**src/rtl/pygmy_intf_typedef.sv**
```systemverilog
// Shared ring interface types: station id width, response payloads and
// the helper that extracts a response's destination station id.
package pygmy_intf_typedef;

    localparam int RING_STATION_ID_WIDTH = 4;
    localparam int RESP_ID_WIDTH = 8;
    localparam int RESP_DATA_WIDTH = 64;

    typedef logic [RESP_ID_WIDTH-1:0] oursring_resp_id_t;

    typedef struct packed {
        oursring_resp_id_t bid;
        logic [1:0]        bresp;
    } oursring_resp_if_b_t;

    typedef struct packed {
        oursring_resp_id_t          rid;
        logic [RESP_DATA_WIDTH-1:0] rdata;
        logic [1:0]                 rresp;
        logic                       rlast;
    } oursring_resp_if_r_t;

    // The destination station sits in the upper bits of the response id.
    function automatic logic [RING_STATION_ID_WIDTH-1:0] resp_dst_station(
        input oursring_resp_id_t id
    );
        return id[RESP_ID_WIDTH-1 -: RING_STATION_ID_WIDTH];
    endfunction

endpackage

```
**src/rtl/oursring_resp_route_if.sv**
```systemverilog
// B/R response bundle for N ring ports.
// master drives payload and valid, slave drives ready.
interface oursring_resp_route_if #(
    parameter int N = 3
);
    import pygmy_intf_typedef::*;

    oursring_resp_if_b_t [N-1:0] b;
    logic [N-1:0]                bvalid;
    logic [N-1:0]                bready;
    oursring_resp_if_r_t [N-1:0] r;
    logic [N-1:0]                rvalid;
    logic [N-1:0]                rready;

    modport master (
        output b, bvalid, r, rvalid,
        input  bready, rready
    );

    modport slave (
        input  b, bvalid, r, rvalid,
        output bready, rready
    );

endinterface

```
**src/rtl/oursring_resp_route_buf.sv**
```systemverilog
// One response channel: 2-entry skid FIFO that decodes the destination
// at enqueue, stores a one-hot match, and silently drops unroutable beats.
module oursring_resp_route_buf
    import pygmy_intf_typedef::*;
#(
    parameter type T     = oursring_resp_if_b_t,
    parameter int  N_OUT = 3,
    parameter int  SW    = RING_STATION_ID_WIDTH
) (
    input  logic                     clk,
    input  logic                     rstn,
    input  logic [N_OUT-1:0][SW-1:0] station_id,
    input  T                         in_data,
    input  logic [SW-1:0]            in_dst,
    input  logic                     in_valid,
    output logic                     in_ready,
    output T                         out_data,
    output logic                     out_valid,
    input  logic                     out_ready,
    output logic [N_OUT-1:0]         out_match,
    output logic                     drop
);

    T                 mem [2];
    logic [N_OUT-1:0] mat [2];
    logic             wr_ptr;
    logic             rd_ptr;
    logic [1:0]       cnt;
    logic [1:0]       cnt_nxt;
    logic             rdy_q;
    logic [N_OUT-1:0] hit;
    logic [N_OUT-1:0] hit_1h;
    logic [N_OUT-1:0] head_match;
    logic             nonempty;
    logic             enq;
    logic             deq;

    always_comb begin
        hit = '0;
        for (int j = 0; j < N_OUT; j++) begin
            hit[j] = (in_dst == station_id[j]);
        end
    end

    // Isolate the lowest set bit so duplicate station ids route to one output.
    assign hit_1h = hit & (~hit + N_OUT'(1));

    assign nonempty   = (cnt != 2'd0);
    assign head_match = mat[rd_ptr];
    assign out_valid  = nonempty && (head_match != '0);
    assign drop       = nonempty && (head_match == '0);
    assign out_data   = mem[rd_ptr];
    assign out_match  = out_valid ? head_match : '0;

    assign in_ready = rdy_q && rstn;
    assign enq      = in_valid && in_ready;
    assign deq      = (out_valid && out_ready) || drop;

    always_comb begin
        cnt_nxt = cnt;
        unique case (1'b1)
            enq && !deq: cnt_nxt = cnt + 2'd1;
            deq && !enq: cnt_nxt = cnt - 2'd1;
            default:     cnt_nxt = cnt;
        endcase
    end

    always_ff @(posedge clk) begin
        if (!rstn) begin
            wr_ptr <= 1'b0;
            rd_ptr <= 1'b0;
            cnt    <= 2'd0;
            rdy_q  <= 1'b1;
            mat[0] <= '0;
            mat[1] <= '0;
        end else begin
            cnt   <= cnt_nxt;
            rdy_q <= (cnt_nxt != 2'd2);
            if (enq) begin
                wr_ptr      <= ~wr_ptr;
                mat[wr_ptr] <= hit_1h;
            end
            if (deq) begin
                rd_ptr <= ~rd_ptr;
            end
        end
    end

    always_ff @(posedge clk) begin
        if (enq) begin
            mem[wr_ptr] <= in_data;
        end
    end

endmodule

```
**src/rtl/oursring_resp_route.sv**
```systemverilog
// Ingress routing stage ahead of the oursring response crossbar.
// Optional per-input drop counters: define OURSRING_RESP_ROUTE_ERR_CNT_EN.
module oursring_resp_route
    import pygmy_intf_typedef::*;
#(
    parameter int N_IN_PORT    = 3,
    parameter int N_OUT_PORT   = 3,
    parameter int STATION_ID_W = RING_STATION_ID_WIDTH
) (
    input  logic                                     clk,
    input  logic                                     rstn,
    input  logic [N_OUT_PORT-1:0][STATION_ID_W-1:0]  i_out_station_id,
    oursring_resp_route_if.slave                     i_resp_if,
    oursring_resp_route_if.master                    o_resp_if,
    output logic [N_IN_PORT-1:0][N_OUT_PORT-1:0]     o_is_b_dst_match,
    output logic [N_IN_PORT-1:0][N_OUT_PORT-1:0]     o_is_r_dst_match
`ifdef OURSRING_RESP_ROUTE_ERR_CNT_EN
    ,
    output logic [N_IN_PORT-1:0][7:0]                o_drop_cnt,
    output logic                                     o_drop_err
`endif
);

    oursring_resp_if_b_t [N_IN_PORT-1:0] b_out;
    oursring_resp_if_r_t [N_IN_PORT-1:0] r_out;
    logic [N_IN_PORT-1:0] b_valid;
    logic [N_IN_PORT-1:0] r_valid;
    logic [N_IN_PORT-1:0] b_ready;
    logic [N_IN_PORT-1:0] r_ready;
    logic [N_IN_PORT-1:0] b_drop;
    logic [N_IN_PORT-1:0] r_drop;

    for (genvar p = 0; p < N_IN_PORT; p++) begin : g_port
        logic [STATION_ID_W-1:0] b_dst;
        logic [STATION_ID_W-1:0] r_dst;

        assign b_dst = STATION_ID_W'(resp_dst_station(i_resp_if.b[p].bid));
        assign r_dst = STATION_ID_W'(resp_dst_station(i_resp_if.r[p].rid));

        oursring_resp_route_buf #(
            .T     (oursring_resp_if_b_t),
            .N_OUT (N_OUT_PORT),
            .SW    (STATION_ID_W)
        ) u_b (
            .clk        (clk),
            .rstn       (rstn),
            .station_id (i_out_station_id),
            .in_data    (i_resp_if.b[p]),
            .in_dst     (b_dst),
            .in_valid   (i_resp_if.bvalid[p]),
            .in_ready   (b_ready[p]),
            .out_data   (b_out[p]),
            .out_valid  (b_valid[p]),
            .out_ready  (o_resp_if.bready[p]),
            .out_match  (o_is_b_dst_match[p]),
            .drop       (b_drop[p])
        );

        oursring_resp_route_buf #(
            .T     (oursring_resp_if_r_t),
            .N_OUT (N_OUT_PORT),
            .SW    (STATION_ID_W)
        ) u_r (
            .clk        (clk),
            .rstn       (rstn),
            .station_id (i_out_station_id),
            .in_data    (i_resp_if.r[p]),
            .in_dst     (r_dst),
            .in_valid   (i_resp_if.rvalid[p]),
            .in_ready   (r_ready[p]),
            .out_data   (r_out[p]),
            .out_valid  (r_valid[p]),
            .out_ready  (o_resp_if.rready[p]),
            .out_match  (o_is_r_dst_match[p]),
            .drop       (r_drop[p])
        );
    end

    assign i_resp_if.bready = b_ready;
    assign i_resp_if.rready = r_ready;
    assign o_resp_if.b      = b_out;
    assign o_resp_if.r      = r_out;
    assign o_resp_if.bvalid = b_valid;
    assign o_resp_if.rvalid = r_valid;

`ifdef OURSRING_RESP_ROUTE_ERR_CNT_EN
    logic [N_IN_PORT-1:0][7:0] drop_cnt;
    logic                      drop_err;

    // B and R drops of one input share a counter that saturates at 255.
    function automatic logic [7:0] drop_sat(
        input logic [7:0] c,
        input logic       a,
        input logic       b
    );
        logic [8:0] sum;
        sum = {1'b0, c} + {8'd0, a} + {8'd0, b};
        return sum[8] ? 8'hff : sum[7:0];
    endfunction

    always_ff @(posedge clk) begin
        if (!rstn) begin
            drop_cnt <= '0;
            drop_err <= 1'b0;
        end else begin
            for (int p = 0; p < N_IN_PORT; p++) begin
                drop_cnt[p] <= drop_sat(drop_cnt[p], b_drop[p], r_drop[p]);
            end
            drop_err <= drop_err | (|b_drop) | (|r_drop);
        end
    end

    assign o_drop_cnt = drop_cnt;
    assign o_drop_err = drop_err;
`else
    logic unused_drop;
    assign unused_drop = ^{b_drop, r_drop};
`endif

endmodule
```
**src/flat_wrapper.sv**
```systemverilog
// flat-port wrapper written by rule: the top's interface ports become plain ports
module oursring_resp_route_flat import pygmy_intf_typedef::*;
#(
    parameter int N_IN_PORT    = 3,
    parameter int N_OUT_PORT   = 3,
    parameter int STATION_ID_W = RING_STATION_ID_WIDTH
)
  (clk, rstn, i_out_station_id, o_is_b_dst_match, o_is_r_dst_match, i_resp_if_b, i_resp_if_bvalid, i_resp_if_r, i_resp_if_rvalid, i_resp_if_bready, i_resp_if_rready, o_resp_if_b, o_resp_if_bvalid, o_resp_if_r, o_resp_if_rvalid, o_resp_if_bready, o_resp_if_rready);
  oursring_resp_route_if i_resp_if_i ();
  oursring_resp_route_if o_resp_if_i ();
  input  logic clk;
  input  logic rstn;
  input  logic [N_OUT_PORT-1:0][STATION_ID_W-1:0] i_out_station_id;
  output logic [N_IN_PORT-1:0][N_OUT_PORT-1:0] o_is_b_dst_match;
  output logic [N_IN_PORT-1:0][N_OUT_PORT-1:0] o_is_r_dst_match;
  input wire logic [$bits(i_resp_if_i.b)-1:0] i_resp_if_b;
  input wire logic [$bits(i_resp_if_i.bvalid)-1:0] i_resp_if_bvalid;
  input wire logic [$bits(i_resp_if_i.r)-1:0] i_resp_if_r;
  input wire logic [$bits(i_resp_if_i.rvalid)-1:0] i_resp_if_rvalid;
  output wire logic [$bits(i_resp_if_i.bready)-1:0] i_resp_if_bready;
  output wire logic [$bits(i_resp_if_i.rready)-1:0] i_resp_if_rready;
  output wire logic [$bits(o_resp_if_i.b)-1:0] o_resp_if_b;
  output wire logic [$bits(o_resp_if_i.bvalid)-1:0] o_resp_if_bvalid;
  output wire logic [$bits(o_resp_if_i.r)-1:0] o_resp_if_r;
  output wire logic [$bits(o_resp_if_i.rvalid)-1:0] o_resp_if_rvalid;
  input wire logic [$bits(o_resp_if_i.bready)-1:0] o_resp_if_bready;
  input wire logic [$bits(o_resp_if_i.rready)-1:0] o_resp_if_rready;
  assign i_resp_if_i.b = i_resp_if_b;
  assign i_resp_if_i.bvalid = i_resp_if_bvalid;
  assign i_resp_if_i.r = i_resp_if_r;
  assign i_resp_if_i.rvalid = i_resp_if_rvalid;
  assign i_resp_if_bready = i_resp_if_i.bready;
  assign i_resp_if_rready = i_resp_if_i.rready;
  assign o_resp_if_b = o_resp_if_i.b;
  assign o_resp_if_bvalid = o_resp_if_i.bvalid;
  assign o_resp_if_r = o_resp_if_i.r;
  assign o_resp_if_rvalid = o_resp_if_i.rvalid;
  assign o_resp_if_i.bready = o_resp_if_bready;
  assign o_resp_if_i.rready = o_resp_if_rready;
  oursring_resp_route #(.N_IN_PORT(N_IN_PORT), .N_OUT_PORT(N_OUT_PORT), .STATION_ID_W(STATION_ID_W)) u_core (.clk(clk), .rstn(rstn), .i_out_station_id(i_out_station_id), .i_resp_if(i_resp_if_i), .o_resp_if(o_resp_if_i), .o_is_b_dst_match(o_is_b_dst_match), .o_is_r_dst_match(o_is_r_dst_match));
endmodule
```
**config.mk**
```make
export PLATFORM = sky130hd
export DESIGN_NAME = oursring_resp_route_flat
export DESIGN_NICKNAME = d
export VERILOG_FILES = /design/src/rtl/pygmy_intf_typedef.sv /design/src/rtl/oursring_resp_route_if.sv /design/src/rtl/oursring_resp_route_buf.sv /design/src/rtl/oursring_resp_route.sv /design/src/flat_wrapper.sv
export SDC_FILE = /design/constraint.sdc
export NUM_CORES = 1
export LEC_CHECK = 0
export CORE_AREA = 2 2 217 219
export CTS_CLUSTER_DIAMETER = 80
export CTS_CLUSTER_SIZE = 40
export DETAILED_ROUTE_END_ITERATION = 10
export DIE_AREA = 0 0 219 221
export GPL_ROUTABILITY_DRIVEN = 1
export PLACE_DENSITY = 0.83
export SLEW_MARGIN = 20
export SYNTH_ARGS = -nofsm -noshare
export SYNTH_HDL_FRONTEND = slang
export SYNTH_HIERARCHICAL = 1
export SYNTH_SLANG_ARGS = --single-unit
```
**constraint.sdc**
```tcl
create_clock -name clk -period 5.9 [get_ports clk]
set_input_delay 0.59 -clock clk [delete_from_list [all_inputs] [get_ports clk]]
set_output_delay 0.59 -clock clk [all_outputs]
set_load 0.005 [all_outputs]
```
* Word-level counts from Yosys, hierarchy flattened
Memory sizes are Yosys's and may differ from the RTL's. A register that Yosys moved wholly into a read port is not among the register bits. Cells that the tools add are included.
Operators by class: add/sub/neg operators 18, equality and inequality tests 24, muxes and demuxes 79, bitwise gates (word level) 24, reduce and logical (&&, ||, !) cells 84
Operators by type and width (number):
- $eq 4x4->1 | 18
- $mux 1 | 61
- $logic_and 1x1->1 | 42
- $mux 3 | 12
- $pmux 2 s2 | 6
- $add 3x1->3 const B | 6
- $and 3x3->3 | 6
- $logic_not 3->1 | 6
- $not 3->3 | 6
- $reduce_bool 3->1 | 6
- $reduce_or 3->1 | 6
- $add 2x1->2 const B | 6
- $logic_not 1->1 | 12
- $ne 2x2->1 const B | 6
- $not 1->1 | 12
- $reduce_bool 2->1 | 6
- $sub 2x1->2 const B | 6
- $logic_or 1x1->1 | 6
Word-level totals: register bits 30, bits in writable memories 546, bits of input ports 281, output and inout bits 285, logic and storage cells 265, memories 12
Memory list:
- u_core.g_port[0].u_r.mem | words 2, bits a word 75, rd ports 1, clocked after memory_dff 1, wr ports 1, RTL line oursring_resp_route_buf.sv:24 | T mem [2];
- u_core.g_port[1].u_r.mem | words 2, bits a word 75, rd ports 1, clocked after memory_dff 1, wr ports 1, RTL line oursring_resp_route_buf.sv:24
- u_core.g_port[2].u_r.mem | words 2, bits a word 75, rd ports 1, clocked after memory_dff 1, wr ports 1, RTL line oursring_resp_route_buf.sv:24
- u_core.g_port[0].u_b.mem | words 2, bits a word 10, rd ports 1, clocked after memory_dff 1, wr ports 1, RTL line oursring_resp_route_buf.sv:24
- u_core.g_port[1].u_b.mem | words 2, bits a word 10, rd ports 1, clocked after memory_dff 1, wr ports 1, RTL line oursring_resp_route_buf.sv:24
- u_core.g_port[2].u_b.mem | words 2, bits a word 10, rd ports 1, clocked after memory_dff 1, wr ports 1, RTL line oursring_resp_route_buf.sv:24
- 6 more memories

* Longest topological paths before layout
word-level depth 8, depth in mapped cells 8, mapped depth without buffers 7

* Hierarchy
The synthesis kept the hierarchy.
Modules (own cells, without submodules):
- oursring_resp_route_buf at u_core.g_port[0].u_r ... | instances 3, cells each 311, area each 6145.9 um^2, seq. area each 4804.6 um^2
- oursring_resp_route_buf at u_core.g_port[0].u_b ... | instances 2, cells each 109, area each 1466.4 um^2, seq. area each 900.9 um^2
- oursring_resp_route_buf at u_core.g_port[2].u_b | instances 1, cells each 108, area each 1473.9 um^2, seq. area each 900.9 um^2

* Least setup slack after synthesis
No wires, ideal clock.
kind input to register, start point input port rstn, end point memory u_core/g_port[0].u_r/mem[0][0] (netlist bit), enable pin, setup time 0.429 ns, data arrival time 2.570 ns, data required time 5.471 ns, slack 2.900 ns, cell stages on the path 4, path buffers 1, cell sequence buf_4 nand3_1 or2_1 inv_1
Between the ends: longest elaborated chain between the ends 4
RTL lines:
- start, declared | RTL line flat_wrapper.sv:12 | input logic rstn;
- $logic_and 1x1->1 | RTL line oursring_resp_route_buf.sv:55 | assign in_ready = rdy_q && rstn;
- $logic_and 1x1->1 | RTL line oursring_resp_route_buf.sv:56 | assign enq = in_valid && in_ready;
- $mux 1 | RTL line oursring_resp_route_buf.sv:90 | if (enq) begin
- $mux 1 (not written as such) | RTL line oursring_resp_route_buf.sv:91 | mem[wr_ptr] <= in_data;
- end, declared | RTL line oursring_resp_route_buf.sv:24
Every way passes these cells.

==> flow_metrics.env <==
export IMPL_num_cts_buffers=25
export IMPL_layout_drive_gt1_share_pct=18.4
export IMPL_crit_path_end_kind="output pin"
export IMPL_yosysWarningCount=6
export IMPL_cts_root_buffer_cell="sky130_fd_sc_hd__clkbuf_16"
export IMPL_worst_slew_margin_rel_pct=24.5
export IMPL_cts_post_setup_buffers_inserted=0
export IMPL_worst_hold_path_type="reg -> reg"
export IMPL_cap_viol_max_count=0
export IMPL_wp_data_arrival_ns=2.81
export IMPL_core_um2=46100
export IMPL_synth_cells=1253
export IMPL_initial_utilization_pct=49.5
export IMPL_boundaryPins=566
export IMPL_reg2reg_slack_ns=3.06
export IMPL_worst_ir_drop_vdd_mv=0.364
export IMPL_grt_remaining_overflow=0
export IMPL_final_util_pct=65.4
export IMPL_timing_reg2reg_worst_path_depth=6
export IMPL_status="finished, final reports clean"
export IMPL_achievable_frequency_mhz=294
export IMPL_most_frequent_cells_in_the_layout="564 x sky130_fd_sc_hd__clkdlybuf4s50_1, 546 x sky130_fd_sc_hd__edfxtp_1, 255 x sky130_fd_sc_hd__mux2_2"
export IMPL_cts_path_max_buffers=3
export IMPL_grt_use_total_pct=21.8
export IMPL_die_height_um=221
export IMPL_worst_hold_slack_ns=0.475
export IMPL_total_number_of_nets_in_the_final_design=2101
export IMPL_setup_tns_ns=0
export IMPL_comb_power_share_pct=25.4
export IMPL_setup_viol=0
export IMPL_totalWireLength_um=54200
export IMPL_cts_repair_resize_count=0
export IMPL_grt_first_pass_wirelength_um=80200
export IMPL_clock_sink_count=582
export IMPL_maximum_number_of_pins_on_one_net_before_global_route_repair=83
export IMPL_die_width_um=219
export IMPL_internal_power_mw=7.40
export IMPL_sink_of_the_worst_hold_path="u_core/g_port[1].u_r/wr_ptr"
export IMPL_portBuffers=565
export IMPL_global_route_peak_usage_layer="met2"
export IMPL_power_switching_fraction_pct=26.7
export IMPL_grt_setup_unrepaired="no"
export IMPL_setup_worst_path_class="reg -> out"
export IMPL_wl_per_cell_um=22.2
export IMPL_global_route_usage_met3_pct=4.30
export IMPL_grt_antenna_before_repair=5
export IMPL_cts_tree="done"
export IMPL_place_inst=2393
export IMPL_syn_mean_instance_area_um2=18.2
export IMPL_crit_reg2reg_capture="u_core/g_port[1].u_r/rdy_q"
export IMPL_syn2layout_area_growth_pct=32.0
export IMPL_drv_slew=0
export IMPL_mostFrequentLayoutCell="sky130_fd_sc_hd__clkdlybuf4s50_1"
export IMPL_drtIter0Drc=864
export IMPL_cellPowerDensity_nw_per_um2=335
export IMPL_synthesis_area_um2=22800
export IMPL_count_of_placed_standard_cells_in_the_final_layout_fillers_left_out=2445
export IMPL_final_antenna_net_count=0
export IMPL_gr_usage_met1_pct=25.9
export IMPL_gp_congestion=0.815
export IMPL_rows=79
export IMPL_skew_final_ns=0.0483
export IMPL_clk_pin_slew_worst_paths_ns=0.12
export IMPL_power_switching_mw=2.70
export IMPL_startpoint_type="flip-flop"
export IMPL_clock_latency_ns=0.60
export IMPL_number_of_global_route_vias_before_repair=13500
export IMPL_drt_pass1_iter_count=5
export IMPL_share_clk_of_total_power_pct=23.2
export IMPL_timing_hold_worst_start="u_core/g_port[1].u_r/wr_ptr"
export IMPL_worstPathRequired_ns=5.31
export IMPL_global_route_usage_met2_pct=40.3
export IMPL_crit_fanout=82
export IMPL_cts_htree_levels=1
export IMPL_cts_hold_buf=0
export IMPL_power_leakage_nw=9.91
export IMPL_viasPerCell=5.35
export IMPL_share_seq_of_total_power_pct=51.4
export IMPL_fp_dieArea_um2=48400
export IMPL_tightest_slew_ns=1.13
export IMPL_worst_hold_path_num_cells=2
export IMPL_timing_final_hold_violations=0
export IMPL_timing_final_crit_share_pct=57.7
export IMPL_mappedNetlistNets=1540
export IMPL_routed_via_count=13100
export IMPL_drc=0
export IMPL_post_route_min_period_ns=3.40
export IMPL_detailedPlacementHpwl_um=39100
-- how the worst max path moves through the flow --
stage | from | end | slack, ns | cells past startpoint
after floorplan | rstn | u_core/g_port[0].u_r/mem[0][0] | 2.90 | 4
after global placement | rstn | u_core/g_port[0].u_r/mem[0][67] | 2.50 | 5
after detailed placement | rstn | u_core/g_port[0].u_r/mem[0][35] | 2.44 | 5
after CTS | flip-flop | o_resp_if_rvalid[2] | 2.38 | 4
after global routing | flip-flop | o_resp_if_rvalid[0] | 2.27 | 4
final | flip-flop | o_resp_if_rvalid[0] | 2.50 | 4
-- per-layer routing --
| metal | up-vias | share of wire, % | routed length [um] |
|---|---|---|---|
| li1 | 5982 | - | - |
| met2 | 442 | 54 | 29100 |
| met3 | 72 | 6.7 | 3650 |
| met4 | 2 | 2.3 | 1250 |
| met1 | 6586 | 37 | 20200 |
| met5 | - | 0.024 | 13 |
-- final cells by class --
| cell class | instances | area [um^2] |
|---|---|---|
| fill | 3146 | 16000 |
| sequential | 582 | 17100 |
| multi-input combinational | 613 | 5420 |
| tap | 607 | 759 |
| clock inverter | 20 | 350 |
| inverter | 19 | 76.3 |
| antenna | 5 | 12.5 |
| timing repair buffer | 573 | 5720 |
| clock buffer | 26 | 639 |
-- metrics by stage --
stage / worst slack (ns) / power [mW] / area, um^2
floorplan: 2.90 / 6.39 / 22800
CTS: 2.38 / 10.2 / 30100
global route: 2.27 / 10.5 / 30100
global placement: 2.50 / 7.76 / 29100
finish: 2.50 / 10.1 / 30100
detailed placement: 2.44 / 7.84 / 29100
-- critical path, stage by stage, from the launching register on --
cell	delay (ns)
sky130_fd_sc_hd__dfxtp_4	1.05
sky130_fd_sc_hd__nor4_1	0.24
sky130_fd_sc_hd__a21o_1	0.24
sky130_fd_sc_hd__nor2_1	0.11
sky130_fd_sc_hd__clkdlybuf4s50_1	0.57
-- power groups by stage --
stage / Clock [mW] / Combinational (mW) / Sequential, mW
final: 2.34 / 2.57 / 5.19
after CTS: 2.39 / 2.55 / 5.23
after global routing: 2.53 / 2.73 / 5.24
after detailed placement: 0 / 2.52 / 5.32
after global placement: 0 / 2.47 / 5.29
after floorplan: 0 / 1.33 / 5.06
-- sequential cells by signal, summed over array words and instances, names as in the netlist, named ones only --
register	flops
u_core/g_port.u_b/mat	18
u_core/g_port.u_r/rdy_q	3
u_core/g_port.u_b/wr_ptr	3
u_core/g_port.u_r/cnt	6
u_core/g_port.u_r/mem	450
u_core/g_port.u_r/wr_ptr	3
u_core/g_port.u_b/rd_ptr	3
u_core/g_port.u_r/mat	18
u_core/g_port.u_b/mem	60
u_core/g_port.u_b/cnt	6
u_core/g_port.u_b/rdy_q	3
u_core/g_port.u_r/rd_ptr	3
Note: power is estimated with default switching activity, not from simulation.
